===== config.mk =====
export PLATFORM = sky130hd
export DESIGN_NAME = s_mem_phase_sequencer
export DESIGN_NICKNAME = d
export VERILOG_FILES = /design/src/rtl/s_mem_pkg.sv /design/src/rtl/s_mem_port_mux.sv /design/src/rtl/s_mem_phase_sequencer.sv
export SDC_FILE = /design/constraint.sdc
export NUM_CORES = 1
export LEC_CHECK = 0
export CORE_UTILIZATION = 30
export DETAILED_ROUTE_END_ITERATION = 8
export GPL_ROUTABILITY_DRIVEN = 0
export PLACE_DENSITY = 0.83
export SYNTH_ARGS = -nofsm -noshare
export SYNTH_HDL_FRONTEND = slang
export SYNTH_SLANG_ARGS = --single-unit

===== constraint.sdc =====
create_clock -name clk -period 2.15 [get_ports clk]
set_clock_uncertainty 0.2 [all_clocks]
set_input_delay 0.215 -clock clk [delete_from_list [all_inputs] [get_ports clk]]
set_output_delay 0.215 -clock clk [all_outputs]
set_load 0.01 [all_outputs]

===== src/rtl/s_mem_pkg.sv =====
// rtl/s_mem_pkg.sv - shared types and constants for the S-memory phase sequencer
package s_mem_pkg;

    localparam int S_MEM_DEPTH = 256;
    localparam int ADDR_W      = 8;
    localparam int DATA_W      = 8;

    typedef enum logic [1:0] {
        PH_NONE = 2'd0,
        PH_INIT = 2'd1,
        PH_KSA  = 2'd2,
        PH_PRGA = 2'd3
    } phase_t;

    typedef enum logic [3:0] {
        ST_IDLE     = 4'd0,
        ST_INIT_GO  = 4'd1,
        ST_INIT_RUN = 4'd2,
        ST_KSA_GO   = 4'd3,
        ST_KSA_RUN  = 4'd4,
        ST_PRGA_GO  = 4'd5,
        ST_PRGA_RUN = 4'd6,
        ST_GAP      = 4'd7,
        ST_DONE     = 4'd8
    } state_t;

    // Grant owner for a state; the grant spans both the GO and RUN cycles.
    function automatic phase_t state_phase(input state_t st);
        case (st)
            ST_INIT_GO, ST_INIT_RUN: return PH_INIT;
            ST_KSA_GO,  ST_KSA_RUN:  return PH_KSA;
            ST_PRGA_GO, ST_PRGA_RUN: return PH_PRGA;
            default:                 return PH_NONE;
        endcase
    endfunction

endpackage


===== src/rtl/s_mem_port_mux.sv =====
// rtl/s_mem_port_mux.sv - phase-selected 3:1 S-memory port mux; grant check under S_MEM_GRANT_CHECK_EN
module s_mem_port_mux
    import s_mem_pkg::*;
#(
    parameter int ADDR_W = 8,
    parameter int DATA_W = 8
) (
    input  phase_t              phase,
    input  logic                kill,
    input  logic [ADDR_W-1:0]   init_addr,
    input  logic [DATA_W-1:0]   init_data,
    input  logic                init_wren,
    input  logic [ADDR_W-1:0]   ksa_addr,
    input  logic [DATA_W-1:0]   ksa_data,
    input  logic                ksa_wren,
    input  logic [ADDR_W-1:0]   prga_addr,
    input  logic [DATA_W-1:0]   prga_data,
    input  logic                prga_wren,
    output logic [ADDR_W-1:0]   mem_addr,
    output logic [DATA_W-1:0]   mem_data,
    output logic                mem_wren
`ifdef S_MEM_GRANT_CHECK_EN
    ,
    output logic                violation
`endif
);

    always_comb begin
        mem_addr = '0;
        mem_data = '0;
        mem_wren = 1'b0;
        case (phase)
            PH_INIT: begin
                mem_addr = init_addr;
                mem_data = init_data;
                mem_wren = init_wren;
            end
            PH_KSA: begin
                mem_addr = ksa_addr;
                mem_data = ksa_data;
                mem_wren = ksa_wren;
            end
            PH_PRGA: begin
                mem_addr = prga_addr;
                mem_data = prga_data;
                mem_wren = prga_wren;
            end
            default: ;
        endcase
        // Abort and reset must stop writes in the same cycle, not a cycle later.
        if (kill) mem_wren = 1'b0;
    end

`ifdef S_MEM_GRANT_CHECK_EN
    always_comb begin
        violation = (init_wren && phase != PH_INIT) ||
                    (ksa_wren  && phase != PH_KSA)  ||
                    (prga_wren && phase != PH_PRGA);
    end
`endif

endmodule


===== src/rtl/s_mem_phase_sequencer.sv =====
// rtl/s_mem_phase_sequencer.sv - init/KSA/PRGA sequencer owning the S-memory port; optional S_MEM_GRANT_CHECK_EN
module s_mem_phase_sequencer #(
    parameter int ADDR_W = 8,
    parameter int DATA_W = 8
) (
    input  logic                clk,
    input  logic                reset_n,
    input  logic                start,
    input  logic                abort,
    output logic                busy,
    output logic                done,
    output logic [1:0]          phase,
    output logic                init_start,
    output logic                ksa_start,
    output logic                prga_start,
    input  logic                init_done,
    input  logic                ksa_done,
    input  logic                prga_done,
    input  logic [ADDR_W-1:0]   init_addr,
    input  logic [ADDR_W-1:0]   ksa_addr,
    input  logic [ADDR_W-1:0]   prga_addr,
    input  logic [DATA_W-1:0]   init_data,
    input  logic [DATA_W-1:0]   ksa_data,
    input  logic [DATA_W-1:0]   prga_data,
    input  logic                init_wren,
    input  logic                ksa_wren,
    input  logic                prga_wren,
    output logic [ADDR_W-1:0]   mem_addr,
    output logic [DATA_W-1:0]   mem_data,
    output logic                mem_wren
`ifdef S_MEM_GRANT_CHECK_EN
    ,
    output logic                grant_violation
`endif
);
    import s_mem_pkg::*;

    state_t state, state_nxt;
    phase_t gap_next, gap_next_nxt;
    phase_t phase_q;

    always_ff @(posedge clk or negedge reset_n) begin
        if (!reset_n) begin
            state    <= ST_IDLE;
            gap_next <= PH_KSA;
        end else begin
            state    <= state_nxt;
            gap_next <= gap_next_nxt;
        end
    end

    // GAP is shared by both engine hand-overs; gap_next remembers which engine follows.
    always_comb begin
        state_nxt    = state;
        gap_next_nxt = gap_next;
        if (abort) begin
            state_nxt = ST_IDLE;
        end else begin
            case (state)
                ST_IDLE, ST_DONE: if (start) state_nxt = ST_INIT_GO;
                ST_INIT_GO:       state_nxt = ST_INIT_RUN;
                ST_INIT_RUN: if (init_done) begin
                    state_nxt    = ST_GAP;
                    gap_next_nxt = PH_KSA;
                end
                ST_KSA_GO:        state_nxt = ST_KSA_RUN;
                ST_KSA_RUN: if (ksa_done) begin
                    state_nxt    = ST_GAP;
                    gap_next_nxt = PH_PRGA;
                end
                ST_PRGA_GO:       state_nxt = ST_PRGA_RUN;
                ST_PRGA_RUN: if (prga_done) state_nxt = ST_DONE;
                ST_GAP:           state_nxt = (gap_next == PH_PRGA) ? ST_PRGA_GO : ST_KSA_GO;
                default:          state_nxt = ST_IDLE;
            endcase
        end
    end

    // Status and start pulses are registered copies of the next-state decode.
    always_ff @(posedge clk or negedge reset_n) begin
        if (!reset_n) begin
            busy       <= 1'b0;
            done       <= 1'b0;
            phase_q    <= PH_NONE;
            init_start <= 1'b0;
            ksa_start  <= 1'b0;
            prga_start <= 1'b0;
        end else begin
            busy       <= !(state_nxt == ST_IDLE || state_nxt == ST_DONE);
            done       <= (state_nxt == ST_DONE);
            phase_q    <= state_phase(state_nxt);
            init_start <= (state_nxt == ST_INIT_GO);
            ksa_start  <= (state_nxt == ST_KSA_GO);
            prga_start <= (state_nxt == ST_PRGA_GO);
        end
    end

    assign phase = phase_q;

`ifdef S_MEM_GRANT_CHECK_EN
    logic violation;
    logic start_ok;

    assign start_ok = start && !abort && (state == ST_IDLE || state == ST_DONE);

    always_ff @(posedge clk or negedge reset_n) begin
        if (!reset_n) begin
            grant_violation <= 1'b0;
        end else if (start_ok) begin
            grant_violation <= 1'b0;
        end else if (violation) begin
            grant_violation <= 1'b1;
        end
    end
`endif

    s_mem_port_mux #(
        .ADDR_W (ADDR_W),
        .DATA_W (DATA_W)
    ) u_port_mux (
        .phase     (phase_q),
        .kill      (abort | ~reset_n),
        .init_addr (init_addr),
        .init_data (init_data),
        .init_wren (init_wren),
        .ksa_addr  (ksa_addr),
        .ksa_data  (ksa_data),
        .ksa_wren  (ksa_wren),
        .prga_addr (prga_addr),
        .prga_data (prga_data),
        .prga_wren (prga_wren),
        .mem_addr  (mem_addr),
        .mem_data  (mem_data),
        .mem_wren  (mem_wren)
`ifdef S_MEM_GRANT_CHECK_EN
        ,
        .violation (violation)
`endif
    );

endmodule


==> flow_metrics.py, run 1 <==
metrics = {
    "run_status": {
        "status": "finished clean",
    },
    "yosys": {
        "synthArstFlopShare": 1.00,
        "synth.distinct_cells": 36,
        "synthTopCellsByCount": "17 x a22o_1, 17 x mux2_2, 12 x dfrtp_1",
        "syn_area_um2": 1030,
        "ys_ff_latch": 12,
        "postSynthAreaPerCell_um2": 9.94,
        "synth_top_flop_cell": "dfrtp_1",
        "syn-instance-count": 104,
        "synth_area_leaders": "dfrtp_1 29%, mux2_2 19%, a22o_1 14%, buf_6 3.3%, a211oi_1 2.2%",
        "syn_nets": 162,
        "yosys.area.top_type": "dfrtp_1",
        "yosys_warnings": 0,
        "synth_edf_count": 0,
        "synth.top_cell.area_share": 0.291,
        "yosysSeqAreaShare": 0.291,
    },
    "die": {
        "core_area_um2": 3150,
        "num_rows": 20,
        "dieArea_um2": 3680,
        "ioPinCount": 82,
        "fp.dieW_um": 60.7,
        "start_util": 0.328,
        "die_y_um": 60.7,
    },
    "sta": {
        "setup_viol": 0,
        "slew_headroom": 0.712,
        "report.final.slew_viol_count": 0,
        "tightest_slew_ps": 432,
        "finalHoldViolCount": 0,
        "holdWs_ps": 47.9,
        "clock.fmax_mhz": 475,
        "setup_tns_ps": 0,
        "worst_slack_ps": 44.9,
        "fin_crit_sh": 0.979,
        "min_period_ps": 2110,
    },
    "worst_setup_path": {
        "cp.required_ps": 1740,
        "end_kind": "primary output",
        "worstPathArrival_ps": 1690,
        "path_class": "reg -> out",
        "crit_fanout": 5,
        "cp-start-kind": "flip-flop",
    },
    "cells_and_area": {
        "drive_above_1_share": 0.232,
        "fillers": 282,
        "fin_nets": 249,
        "regArea_um2": 302,
        "design_area_um2": 1940,
        "multi_input_area_um2": 667,
        "synthToLayoutAreaGrowth_pct": 87.8,
        "antennaDiodeCount": 0,
    },
    "pwr": {
        "peakVddDrop_mv": 0.363,
        "pwr_density_cell_nw_per_um2": 816,
        "p_leak_nw": 0.822,
    },
    "route": {
        "dr.pass1.iters": 4,
        "drt-total-wl_um": 3700,
        "avgViaCountPerCell": 5.13,
        "drc": 0,
        "antenna_left": 0,
        "dr_total_vias": 1200,
        "wire_per_inst_um": 15.8,
        "drt_iter0_drc": 63,
    },
    "placed_design": {
        "port_buffers": 81,
        "dp_slack_ps": 33.7,
        "placed_area_um2": 1890,
        "dp_hpwl_um": 2850,
    },
    "global_route": {
        "met2_usage": 0.356,
        "grt_pass1_vias": 1177,
        "antenna_found_initial": 0,
        "use_met1": 0.203,
        "grt_first_pass_wirelength_um": 5180,
        "grt_start_max_net_pins": 19,
        "grt.busiest_layer": "met2",
        "grt_overflow_total": 0,
        "use_met3": 0.0533,
        "grt_usage": 0.194,
    },
    "clock_network": {
        "cts_tree": "done",
        "insertion_delay_ps": 280,
        "cts.sinks": 12,
        "clkTransAtPathRegs_ps": 80,
        "cts_root_buffer": "clkbuf_4",
        "cts_inserted_buffers": 3,
        "cts_max_level": 1,
        "clockBufferDepth": 2,
    },
    "run": {
        "maxCapViolCount": 0,
    },
    "hold_path": {
        "hold_path.class": "in -> async",
    },
}
## critical path, cell delays in order (launching register included)
cell	delay [ps]
dfrtp_2	410
buf_4	120
buf_6	110
mux2_2	340
a22o_1	190
clkdlybuf4s15_1	240
## worst paths after layout
check / slack [ps] / start / depth (start not counted) / endpoint
min in group clk: 370 / abort / 2 / done
min: 50 / reset_n / 2 / state[0]
min reg2reg: 380 / gap_next[0] / 2 / gap_next[0]
max in group asynchronous: 1540 / reset_n / 2 / phase[0]
max: 40 / phase[0] / 5 / mem_addr[0]
max reg2reg: 250 / state[2] / 4 / phase[1]
## what timing repair did
| item | CTS | global route |
|---|---|---|
| pin swaps | 0 | 0 |
| setup buffers | 2 | 0 |
| resized for setup | 24 | 7 |
| gates cloned | 1 | 0 |
| setup endpoints to repair | 17 | 7 |
| hold buffers | 0 | 0 |
## per-layer routing
layer  wire, um  vias to the layer above  share of wire
met1       1440                      547           0.39
met4         93                        0          0.025
met2       1720                       69           0.47
li1           -                      577              -
met5          0                        -              0
met3        438                        7           0.12
## per-stage QoR
stage,cells,util,total power [mW]
after floorplan,104,-,0.939
after global placement,227,0.600,1.40
after detailed placement,227,0.600,1.43
after CTS,234,0.616,1.58
after global routing,234,0.615,1.67
final,234,0.615,1.58
## layout make-up
class,count,share of cell area
Inverter,3,0.00580
Sequential cell,12,0.155
Tap cell,44,0.0284
Clock buffer,4,0.0187
Multi-Input combinational cell,80,0.344
Timing Repair Buffer,91,0.448
## state kept, by name (all words and copies together), names as in the netlist
signal	cells
state	4
init_start	1
busy	1
prga_start	1
gap_next	1
ksa_start	1
done	1
phase	2
## logic make-up (layout without fill, tap and decap cells)
group	count (synthesis)	count (layout)	synth area share
DFF	12	12	0.291
AOI/OAI and AO/OA	36	36	0.280
and+or+nand+nor	27	27	0.174
buffers and inverters	12	98	0.0702
muxes	17	17	0.185
## power breakdown
part / internal [mW] / switching, mW
sequential: 0.276 / 0.0751
clock: 0.103 / 0.0802
combinational: 0.610 / 0.437
total: 0.990 / 0.593
## cell usage in the layout (no fill, tap or decap), drive strengths merged, types with 4 or more instances in the layout
cell / n
clkdlybuf4s15: 4
dfrtp: 12
o21ai: 4
a22o: 17
dlygate4sd2: 11
clkdlybuf4s50: 64
mux2: 17
clkbuf: 6
buf: 10
(Power assumes the default switching activity.)
==> run 2, diff against run 1 <==
==> constraint.sdc (replaced) <==
create_clock -name clk -period 2.15 [get_ports clk]
set_clock_uncertainty 0.2 [all_clocks]
set_input_delay 0.5375 -clock clk [delete_from_list [all_inputs] [get_ports clk]]
set_output_delay 0.5375 -clock clk [all_outputs]
set_load 0.01 [all_outputs]
==> run 2 against run 1 <==
  * The run now ends with setup timing left
  * Sequential power about the same
  * Total power up 2.5%
  * Clock power down 2%
  * Cell count up 3.8%
  * First-iteration DRC count down 14%
  * Register-to-register slack about the same
  * Largest power group unchanged
  * Highest routed layer unchanged
==> flow_metrics.py, run 2 (synthesis gave the netlist of run 1 again) <==
metrics = {
    "clock_network": {
        "clkTransAtPathRegs_ps": 70,
        "clockBufferDepth": 2,
        "cts_root_buffer": "clkbuf_4",
        "cts.sinks": 12,
        "hold_buffers": 0,
        "cts_max_level": 1,
        "insertion_delay_ps": 280,
        "cts_inserted_buffers": 3,
        "cts_tree": "done",
    },
    "sta": {
        "setup_viol": 17,
        "finalHoldViolCount": 0,
        "holdWs_ps": 359,
        "worst_slack_ps": -191,
        "slew_headroom": 0.705,
        "grt_setup_unrepaired": "yes",
        "report.final.slew_viol_count": 0,
        "min_period_ps": 2340,
        "tightest_slew_ps": 442,
        "fin_crit_sh": 1.09,
        "clock.fmax_mhz": 427,
    },
    "placed_design": {
        "dp_hpwl_um": 2900,
        "port_buffers": 81,
        "dp_slack_ps": -643,
    },
    "die": {
        "ioPinCount": 82,
        "dieArea_um2": 3680,
        "core_area_um2": 3150,
        "die_y_um": 60.7,
        "start_util": 0.328,
        "num_rows": 20,
        "fp.dieW_um": 60.7,
    },
    "global_route": {
        "antenna_found_initial": 1,
        "grt_usage": 0.200,
        "grt_overflow_total": 0,
        "grt_pass1_vias": 1196,
        "grt_first_pass_wirelength_um": 5530,
        "grt_start_max_net_pins": 15,
    },
    "worst_setup_path": {
        "crit_fanout": 5,
        "cp-start-kind": "flip-flop",
        "path_cells": "buf_4 -> mux2_2 -> a22o_1 -> clkdlybuf4s15_1",
        "r2r_setup_slack_ps": 260,
        "worstPathArrival_ps": 1600,
        "crit_path_max_incr_delay_ps": 420,
        "worst-path-buf-inv": 2,
        "cp_slowest_cell": "dfrtp_2",
        "cp.required_ps": 1410,
        "path_class": "reg -> out",
        "cp_top_family": "flip-flops",
        "end_kind": "primary output",
    },
    "cells_and_area": {
        "layout_commonest_cell": "clkdlybuf4s50_1",
        "regMostFlops": "state",
        "synthToLayoutAreaGrowth_pct": 90.6,
        "fillers": 276,
        "final_util": 0.625,
        "fin_nets": 257,
        "largest_register_ffs": 4,
        "final_cell_mix": "39 x clkdlybuf4s50_1, 24 x dlygate4sd2_1, 17 x a22o_1",
        "drive_above_1_share": 0.328,
    },
    "run_status": {
        "failed_checks": "setup timing",
        "status": "finished with violations",
    },
    "hold_path": {
        "hold_path.class": "reg -> reg",
    },
    "pwr": {
        "peakVddDrop_mv": 0.494,
        "p_leak_nw": 0.921,
        "pwr_density_cell_nw_per_um2": 824,
        "p_total_mw": 1.62,
    },
    "route": {
        "dr.pass1.iters": 4,
        "drt_iter0_drc": 54,
        "drt-total-wl_um": 3720,
        "wire_per_inst_um": 15.3,
        "drc": 0,
        "avgViaCountPerCell": 5.11,
        "antenna_left": 0,
        "dr_total_vias": 1242,
    },
    "run": {
        "maxCapViolCount": 0,
    },
}
run 2: stage by stage:
stage               TNS [ps]  instances  area [um2]
floorplan                  0        104        1030
global placement       -7670        235        1950
detailed placement     -8260        235        1950
CTS                    -1940        242        1960
global route           -2740        243        1970
finish                 -1770        243        1970
run 2: area by class of cell:
class                   count  area (um2)  area share
flip-flops and latches     12         302       0.153
clock buffers               4        36.3      0.0184
multi-input cells          80         709       0.360
inverters                   3        11.3     0.00572
repair buffers             99         853       0.433
diodes                      1        2.50     0.00127
well taps                  44        55.1      0.0280
run 2: worst paths after layout:
| path | cells after the start | startpoint | end |
|---|---|---|---|
| worst max-delay path | 4 | phase[0] | mem_addr[5] |
| worst min-delay path | 2 | gap_next[0] | gap_next[0] |
| worst max register to register | 4 | state[2] | phase[1] |
| worst min register to register | 2 | gap_next[0] | gap_next[0] |
| max in group asynchronous | 2 | reset_n | phase[0] |
| min in group asynchronous | 2 | reset_n | phase[1] |
run 2: worst reg2reg max path, cell delays in order (launching register included):
cell      delay [ps]
dfrtp_1          580
nand3b_1         150
a311oi_2         480
o21ai_1          180
o32ai_1          190
run 2: repair_timing:
action / CTS / global route
cloned: 1 / 0
endpoints found under the setup margin: 18 / 17
resized for setup: 105 / 3
pin swaps: 7 / 5
buffers inserted: 2 / 0
run 2: where the power goes:
part | switching, mW | total (mW) | internal, mW | leakage [nW]
sequential | 0.0745 | 0.351 | 0.277 | 0.157
clock | 0.0757 | 0.179 | 0.103 | 0.0210
combinational | 0.455 | 1.09 | 0.638 | 0.743
run 2: routing by layer:
metal	routed length, um	track usage	share of wire	vias up
met3	423	0.0512	0.11	5
met4	42	0.0552	0.011	0
met2	1730	0.366	0.47	67
li1	-	-	-	593
met1	1520	0.231	0.41	577
met5	0	0	0	-
==> run 3, diff against run 2 <==
CTS_CLUSTER_DIAMETER = 150   (was not set)
TNS_END_PERCENT = 50   (was not set)
==> run 3 against run 2 <==
  * Core utilization barely moved
  * Critical path depth unchanged
  * Combinational power about the same
  * The flow still finishes with violations (setup timing)
  * Critical path type unchanged
  * Routed wire length is 0.67% lower
  * Worst setup slack improved by 5.0 ps
  * Critical endpoint unchanged
==> flow_metrics.py, run 3 (synthesis gave the netlist of run 1 again) <==
metrics = {
    "run_status": {
        "status": "finished with violations",
        "failed_checks": "setup timing",
    },
    "pwr": {
        "p_int_mw": 1.01,
        "p_leak_nw": 0.916,
        "sw_frac_of_total": 0.373,
        "pwr_density_cell_nw_per_um2": 822,
        "power_frac_seq": 0.217,
        "peakVddDrop_mv": 0.494,
        "pwr-share-comb": 0.673,
        "p_sw_mw": 0.605,
        "pwr-share-clk": 0.110,
    },
    "worst_setup_path": {
        "cp_slowest_cell": "dfrtp_2",
        "worstPathArrival_ps": 1600,
        "cp.required_ps": 1410,
        "startpoint": "phase[0]",
        "end_kind": "primary output",
        "cp-start-kind": "flip-flop",
        "path_class": "reg -> out",
        "rr_endpoint": "phase[1]",
        "r2r_setup_slack_ps": 260,
        "r2r_cells": 4,
        "crit_fanout": 5,
        "timing.rr.start": "state[2]",
        "crit_path_max_incr_delay_ps": 420,
        "path_cells": "buf_4 -> mux2_2 -> a22o_1 -> clkdlybuf4s15_1",
    },
    "placed_design": {
        "dp_hpwl_um": 2900,
        "placed_area_um2": 1950,
        "port_buffers": 81,
    },
    "global_route": {
        "grt_start_max_net_pins": 15,
        "grt_first_pass_wirelength_um": 5500,
        "grt_usage": 0.199,
        "grt_overflow_total": 0,
        "grt_pass1_vias": 1195,
        "antenna_found_initial": 1,
    },
    "cells_and_area": {
        "design_area_um2": 1970,
        "drive_above_1_share": 0.328,
        "regMostFlops": "state",
        "final_cell_mix": "43 x clkdlybuf4s50_1, 19 x dlygate4sd2_1, 17 x a22o_1",
        "layout_commonest_cell": "clkdlybuf4s50_1",
        "largest_register_ffs": 4,
        "synthToLayoutAreaGrowth_pct": 90.7,
        "fillers": 276,
        "fin_nets": 257,
    },
    "clock_network": {
        "cts_tree": "done",
        "cts.sinks": 12,
        "cts_max_level": 1,
        "cts_inserted_buffers": 3,
        "hold_buffers": 0,
        "clkTransAtPathRegs_ps": 70,
        "clockBufferDepth": 2,
        "cts_root_buffer": "clkbuf_4",
        "insertion_delay_ps": 280,
    },
    "route": {
        "dr_total_vias": 1250,
        "drc": 0,
        "wire_per_inst_um": 15.2,
        "dr.pass1.iters": 4,
        "antenna_left": 0,
        "drt_iter0_drc": 42,
        "drt-total-wl_um": 3690,
        "avgViaCountPerCell": 5.14,
    },
    "hold_path": {
        "holdPathEnd": "gap_next[0]",
        "hp-start": "gap_next[0]",
        "whs_path_depth": 2,
        "hold_path.class": "reg -> reg",
    },
    "die": {
        "num_rows": 20,
        "dieArea_um2": 3680,
        "ioPinCount": 82,
        "start_util": 0.328,
        "die_y_um": 60.7,
        "core_area_um2": 3150,
        "fp.dieW_um": 60.7,
    },
    "sta": {
        "fin_crit_sh": 1.09,
        "grt_setup_unrepaired": "yes",
        "setup_tns_ps": -1810,
        "finalHoldViolCount": 0,
        "worst_slack_ps": -186,
        "clock.fmax_mhz": 428,
        "setup_viol": 17,
        "slew_headroom": 0.705,
        "min_period_ps": 2340,
        "tightest_slew_ps": 442,
        "report.final.slew_viol_count": 0,
    },
    "run": {
        "maxCapViolCount": 0,
    },
}
## run 3: worst max path at each step
stage / end / depth (start not counted)
floorplan: mem_addr[0] / 4
global placement: mem_wren / 5
detailed placement: mem_wren / 5
CTS: mem_wren / 5
global route: mem_wren / 5
finish: mem_addr[5] / 4
## run 3: cell type report
cell class / count / area (um2) / share of cell area
timing repair buffer: 99 / 862 / 0.437
sequential: 12 / 302 / 0.153
clock buffer: 4 / 36.3 / 0.0184
multi-input combinational: 80 / 702 / 0.356
antenna: 1 / 2.50 / 0.00127
inverter: 3 / 11.3 / 0.00571
tap: 44 / 55.1 / 0.0279
## run 3: metrics by stage
step           hold slack [ps]  total power, mW  worst slack (ps)  instances  utilization
5_1_grt                    392             1.73              -260        243        0.625
3_3_place_gp               344             1.45              -626        235        0.619
2_1_floorplan             41.9            0.939              65.5        104            -
3_5_place_dp               353             1.48              -643        235        0.619
6_report                   359             1.62              -186        243        0.625
4_1_cts                    371             1.61              -213        242        0.619
## run 3: power groups by stage
stage	clock network [mW]	registers [mW]	logic [mW]
floorplan	0	0.324	0.615
global placement	0	0.344	1.10
detailed placement	0	0.347	1.13
CTS	0.181	0.351	1.08
global route	0.194	0.362	1.17
finish	0.179	0.351	1.09
## run 3: critical path, delay by kind of cell (launching register included)
kind                   cells  cell delay, ps
buffers and inverters      2             390
DFF                        1             420
muxes                      1             330
AOI/OAI and AO/OA          1             180
## run 3: layer usage
| layer | vias to the layer above | wire length, um | GRT usage |
|---|---|---|---|
| met5 | - | 0 | 0 |
| met4 | 0 | 42 | 0.0552 |
| met3 | 5 | 432 | 0.0512 |
| met2 | 67 | 1720 | 0.367 |
| met1 | 584 | 1500 | 0.227 |
| li1 | 594 | - | - |
## run 3: what timing repair did
| action | 4_1_cts | 5_1_grt |
|---|---|---|
| gates cloned | 1 | 0 |
| endpoints found under the setup margin | 18 | 17 |
| resized for setup | 97 | 5 |
| setup buffers | 2 | 0 |
| pin swaps | 5 | 3 |
